--- src/rtl/ldpc_pkg.sv ---
// ldpc_pkg: LLR word type, saturation constants and clamp helpers
package ldpc_pkg;
  localparam int W = 32;
  localparam int WIDE = W + 3;
  typedef logic signed [W-1:0] llr_t;
  typedef logic signed [WIDE-1:0] wide_t;
  localparam llr_t LMAX = {1'b0, {(W-1){1'b1}}};
  function automatic llr_t sat_llr(input wide_t x);
    if (x > wide_t'(LMAX)) return LMAX;
    else if (x < -wide_t'(LMAX)) return -LMAX;
    else return llr_t'(x);
  endfunction
  function automatic llr_t abs_sat(input llr_t v);
    if (v == {1'b1, {(W-1){1'b0}}}) return LMAX;
    else if (v < 0) return -v;
    else return v;
  endfunction
endpackage

--- src/rtl/ldpc_check_node_minsum.sv ---
// ldpc_check_node_minsum: combinational min-sum reduction over DEG var-to-check messages
module ldpc_check_node_minsum
  import ldpc_pkg::*;
#(
  parameter int DEG = 4
) (
  input  logic [DEG*W-1:0] vars_i,
  output llr_t             msg_o
);
  llr_t mag;
  logic sgn;
  logic any_zero;
  always_comb begin
    mag = LMAX;
    sgn = 1'b0;
    any_zero = 1'b0;
    for (int k = 0; k < DEG; k++) begin
      if (abs_sat(llr_t'(vars_i[k*W +: W])) < mag) mag = abs_sat(llr_t'(vars_i[k*W +: W]));
      sgn = sgn ^ vars_i[k*W + W - 1];
      any_zero = any_zero | (vars_i[k*W +: W] == '0);
    end
  end
  assign msg_o = any_zero ? '0 : sgn ? -mag : mag;
endmodule

--- src/rtl/ldpc_node_kernel.sv ---
// ldpc_node_kernel: registered channel evidence, min-sum check message and variable belief
module ldpc_node_kernel
  import ldpc_pkg::*;
#(
  parameter int N_BITS = 10,
  parameter int DEG = 4
) (
  input  logic                clk,
  input  logic                rst,
  input  logic                in_valid,
  input  logic [N_BITS-1:0]   received_packet,
  input  logic [W-1:0]        bit_error_log_prob,
  input  logic [DEG*W-1:0]    neighbour_vars,
  input  logic [DEG*W-1:0]    neighbour_checks,
  output logic                out_valid,
  output logic [N_BITS*W-1:0] channel_evidence,
  output llr_t                check_to_var_message,
  output llr_t                belief,
  output logic                corrected_bit
);
  logic [W-1:0] lc;
  logic [N_BITS*W-1:0] evidence_d, evidence_q;
  llr_t c2v_d, c2v_q, belief_d, belief_q;
  wide_t acc;
  logic valid_q, bit_q;
  assign lc = bit_error_log_prob > LMAX ? LMAX : bit_error_log_prob;
  always_comb begin
    for (int i = 0; i < N_BITS; i++)
      evidence_d[i*W +: W] = received_packet[i] ? -llr_t'(lc) : llr_t'(lc);
  end
  always_comb begin
    acc = '0;
    for (int k = 0; k < DEG; k++) acc = acc + wide_t'(llr_t'(neighbour_checks[k*W +: W]));
    belief_d = sat_llr(acc);
  end
  ldpc_check_node_minsum #(.DEG(DEG)) u_minsum (
    .vars_i (neighbour_vars),
    .msg_o  (c2v_d)
  );
  always_ff @(posedge clk) begin
    if (rst) begin
      valid_q <= 1'b0;
      evidence_q <= '0;
      c2v_q <= '0;
      belief_q <= '0;
      bit_q <= 1'b0;
    end else begin
      valid_q <= in_valid;
      if (in_valid) begin
        evidence_q <= evidence_d;
        c2v_q <= c2v_d;
        belief_q <= belief_d;
        bit_q <= belief_d[W-1];
      end
    end
  end
  assign out_valid = valid_q;
  assign channel_evidence = evidence_q;
  assign check_to_var_message = c2v_q;
  assign belief = belief_q;
  assign corrected_bit = bit_q;
endmodule

--- config.mk ---
export PLATFORM = sky130hd
export DESIGN_NAME = ldpc_node_kernel
export DESIGN_NICKNAME = d
export VERILOG_FILES = /design/src/rtl/ldpc_pkg.sv /design/src/rtl/ldpc_check_node_minsum.sv /design/src/rtl/ldpc_node_kernel.sv
export SDC_FILE = /design/constraint.sdc
export NUM_CORES = 2
export LEC_CHECK = 0
export BUFFER_PORTS_ARGS = -buffer_cell sky130_fd_sc_hd__buf_4
export CAP_MARGIN = 10
export CORE_MARGIN = 5
export CORE_UTILIZATION = 40
export CTS_CLUSTER_DIAMETER = 80
export CTS_CLUSTER_SIZE = 20
export DETAILED_ROUTE_END_ITERATION = 8
export GPL_TIMING_DRIVEN = 0
export PLACE_DENSITY = 0.71
export RECOVER_POWER = 25
export SLEW_MARGIN = 20
export SYNTH_ARGS = -nofsm -noshare
export SYNTH_HDL_FRONTEND = slang
export SYNTH_SLANG_ARGS = --single-unit
--- constraint.sdc ---
create_clock -name clk -period 14.66 [get_ports clk]
set_clock_uncertainty 0.2 [all_clocks]
set_input_delay 0.733 -clock clk [delete_from_list [all_inputs] [get_ports clk]]
set_output_delay 0.733 -clock clk [all_outputs]
set_load 0.02 [all_outputs]
==> flow_metrics.tcl <==
set metrics [dict create \
    top_layer "met4" \
    fp.coreArea_um2 70300 \
    via_per_inst 5.80 \
    synth_commonest_cells "nor2_1 (593), nand2_1 (392), dfxtp_1 (376), mux2i_1 (285), xor2_1 (213)" \
    layout.nets 4836 \
    drt-initial-drc-count 2761 \
    syn_avg_cell_area_um2 7.82 \
    cts_hold_buf 0 \
    maxCapViolations 0 \
    syn_to_final_growth_pct 22.6 \
    ant_nets 0 \
    m1WireLength_um 51200 \
    p_sw_share_pct 44.4 \
    p_switching_mw 1.75 \
    outcome "finished clean" \
    p_clk_share_pct 19.7 \
    antenna_found_initial 5 \
    yosysTopAreaCellShare_pct 26.4 \
    holdWs_ns 0.247 \
    grt_usage_pct 32.2 \
    finalSetupTns_ns 0 \
    hold_viol_final 0 \
    htreeDepth 1 \
    synth_area_leader_cell "dfxtp_1" \
    max-vdd-ir-drop_v 0.0000916 \
    cp_slowest_cell "or4_4" \
    initial_core_util_pct 40.5 \
    seq_power_share_pct 30.9 \
    tightest_slew_ns 1.19 \
    syn_inst 3640 \
    startpoint_type "primary input" \
    synth_edf_count 0 \
    cts_tree "built" \
    vias 30700 \
    clock_latency_ns 0.61 \
    synthTopCellsByArea "dfxtp_1 (26%), mux2i_1 (10%), nor2_1 (7.8%)" \
    utilization_pct 49.7 \
    grt_pass1_wl_um 192000 \
    grt_max_degree 21 \
    pwr-share-comb_pct 49.4 \
    synth_seq_cells 376 \
    cts.sinks 376 \
    setup_viol 0 \
    cts_buffer_depth 3 \
    cell_internal_pwr_mw 2.19 \
    hold_start "check_to_var_message[20]" \
    drv_slew 0 \
    yosysUniqueCellTypes 96 \
    die_height_um 277 \
    die_area_um2 76600 \
    cpPeakStageDelay_ns 0.56 \
    ios 687 \
    synthesis.area_um2 28500 \
    leakagePower_nw 15.7 \
    endpoint_kind "register" \
    max_slew_margin_pct 20.8 \
    fmax_mhz 72.6 \
    dr_wl_met3_um 13800 \
    dr.pass1.iters 9 \
    finalNonFillerCells 5291 \
    hold_class "register to register" \
    row_count 97 \
    cp_data_required_time_ns 14.89 \
    yosys_warnings 0 \
    cp-startpoint "neighbour_vars[0]" \
    met2_length_um 59000 \
    synthArstFlopShare_pct 0 \
    crit_fanout 19 \
    grt_overflow_total 0 \
    io_buffers 668 \
    route.detailed.drc 0 \
    dp_cells 5249 \
    post_route_cells_drive_above_1_share_pct 14.3 \
    grt_pass1_vias 29200 \
    die_x_um 277 \
    wl_per_cell_um 25.0 \
    rsz0062_at_grt "false" \
    dp_hpwl_um 106000 \
    yosysSeqAreaShare_pct 26.4 \
    p_per_area_nw_per_um2 113 \
    gp_congestion 1.02 \
    wirelength_um 132000 \
    cts_buffers 26 \
    critPathArrivalTime_ns 14.02 \
    rr_startpoint "channel_evidence[288]" \
    cts-root-buf "clkbuf_16" \
    clk_pin_slew_worst_paths_ns 0.07 \
    syn_nets 4139 \
    dominantRegCellSynth "dfxtp_1" \
    critPathKind "primary input to register" \
    total_power_mw 3.95 \
    period_minus_slack_ns 13.78 \
    finalCritPeriodShare_pct 94.0 \
    yosysMostFrequentCell "nor2_1" \
]
==> repair_timing <==
| item | in CTS | in global routing |
|---|---|---|
| resized for setup | 8 | 17 |
| buffers inserted | 0 | 3 |
| pin swaps | 0 | 2 |
| endpoints found under the setup margin | 25 | 19 |
==> area by class of cell <==
class,count,area (um^2)
antenna,6,15.0
clock buffer,27,654
sequential,376,7530
inverter,88,330
clock inverter,9,144
tap,940,1180
fill,7043,35400
multi-input combinational,2911,19600
timing repair buffer,672,4330
buffer,262,1090
==> sequential cells by signal, summed over array words and instances, names as in the netlist <==
signal                count
out_valid                 1
check_to_var_message     32
belief                   32
channel_evidence        311
==> final timing paths <==
| kind | endpoint | slack (ns) | depth (start not counted) |
|---|---|---|---|
| max | check_to_var_message[12] | 0.88 | 52 |
| min | check_to_var_message[20] | 0.25 | 2 |
| max reg2reg | channel_evidence[288] | 13.48 | 2 |
| min reg2reg | check_to_var_message[20] | 0.25 | 2 |
==> critical path, delay by kind of cell <==
kind	cells	cell delay [ns]
buf+inv	13	3.26
compound gates	22	5.55
fa+ha+maj	5	1.47
xor+xnor	1	0.22
simple gates	9	1.85
mux	2	0.88
==> routing by layer <==
metal	up-vias	GRT usage, %
li1	14100	-
met1	14600	39.7
met2	1653	52.0
met3	376	9.16
met4	0	15.8
met5	-	0
==> cell usage in the layout (no fill, tap or decap), types with 68 or more instances in the layout <==
master	synthesis	final
nor2_1	593	587
nand2_1	392	392
ha_1	133	133
xnor2_1	88	88
dfxtp_1	376	376
inv_1	87	87
buf_4	14	494
nor3_1	69	68
xor2_1	213	213
mux2i_1	285	285
clkbuf_1	194	380
a21oi_1	211	211
o21ai_0	171	170
==> per-stage QoR <==
step / setup WS, ns / area [um^2]
after floorplan: 1.65 / 28500
after detailed placement: -1.92 / 34700
after global routing: 0.0416 / 34900
final: 0.877 / 34900
after CTS: 0.00250 / 35500
after global placement: -2.03 / 34700
==> power by group through the flow <==
stage | logic [mW] | registers, mW | clock network, mW
after global placement | 1.94 | 1.24 | 0
final | 1.95 | 1.22 | 0.777
after detailed placement | 1.96 | 1.24 | 0
after floorplan | 1.11 | 1.36 | 0
after global routing | 2.11 | 1.23 | 0.811
after CTS | 1.97 | 1.22 | 0.774
==> cell families after synthesis <==
kind of cell / after synthesis / share of synthesized area, %
compound gates: 749 / 16.9
mux: 305 / 10.8
buf+inv: 353 / 4.92
flops: 376 / 26.4
simple gates: 1358 / 21.2
xor+xnor: 301 / 9.26
fa+ha+maj: 198 / 10.4
Power figures use the tool's default switching activity.
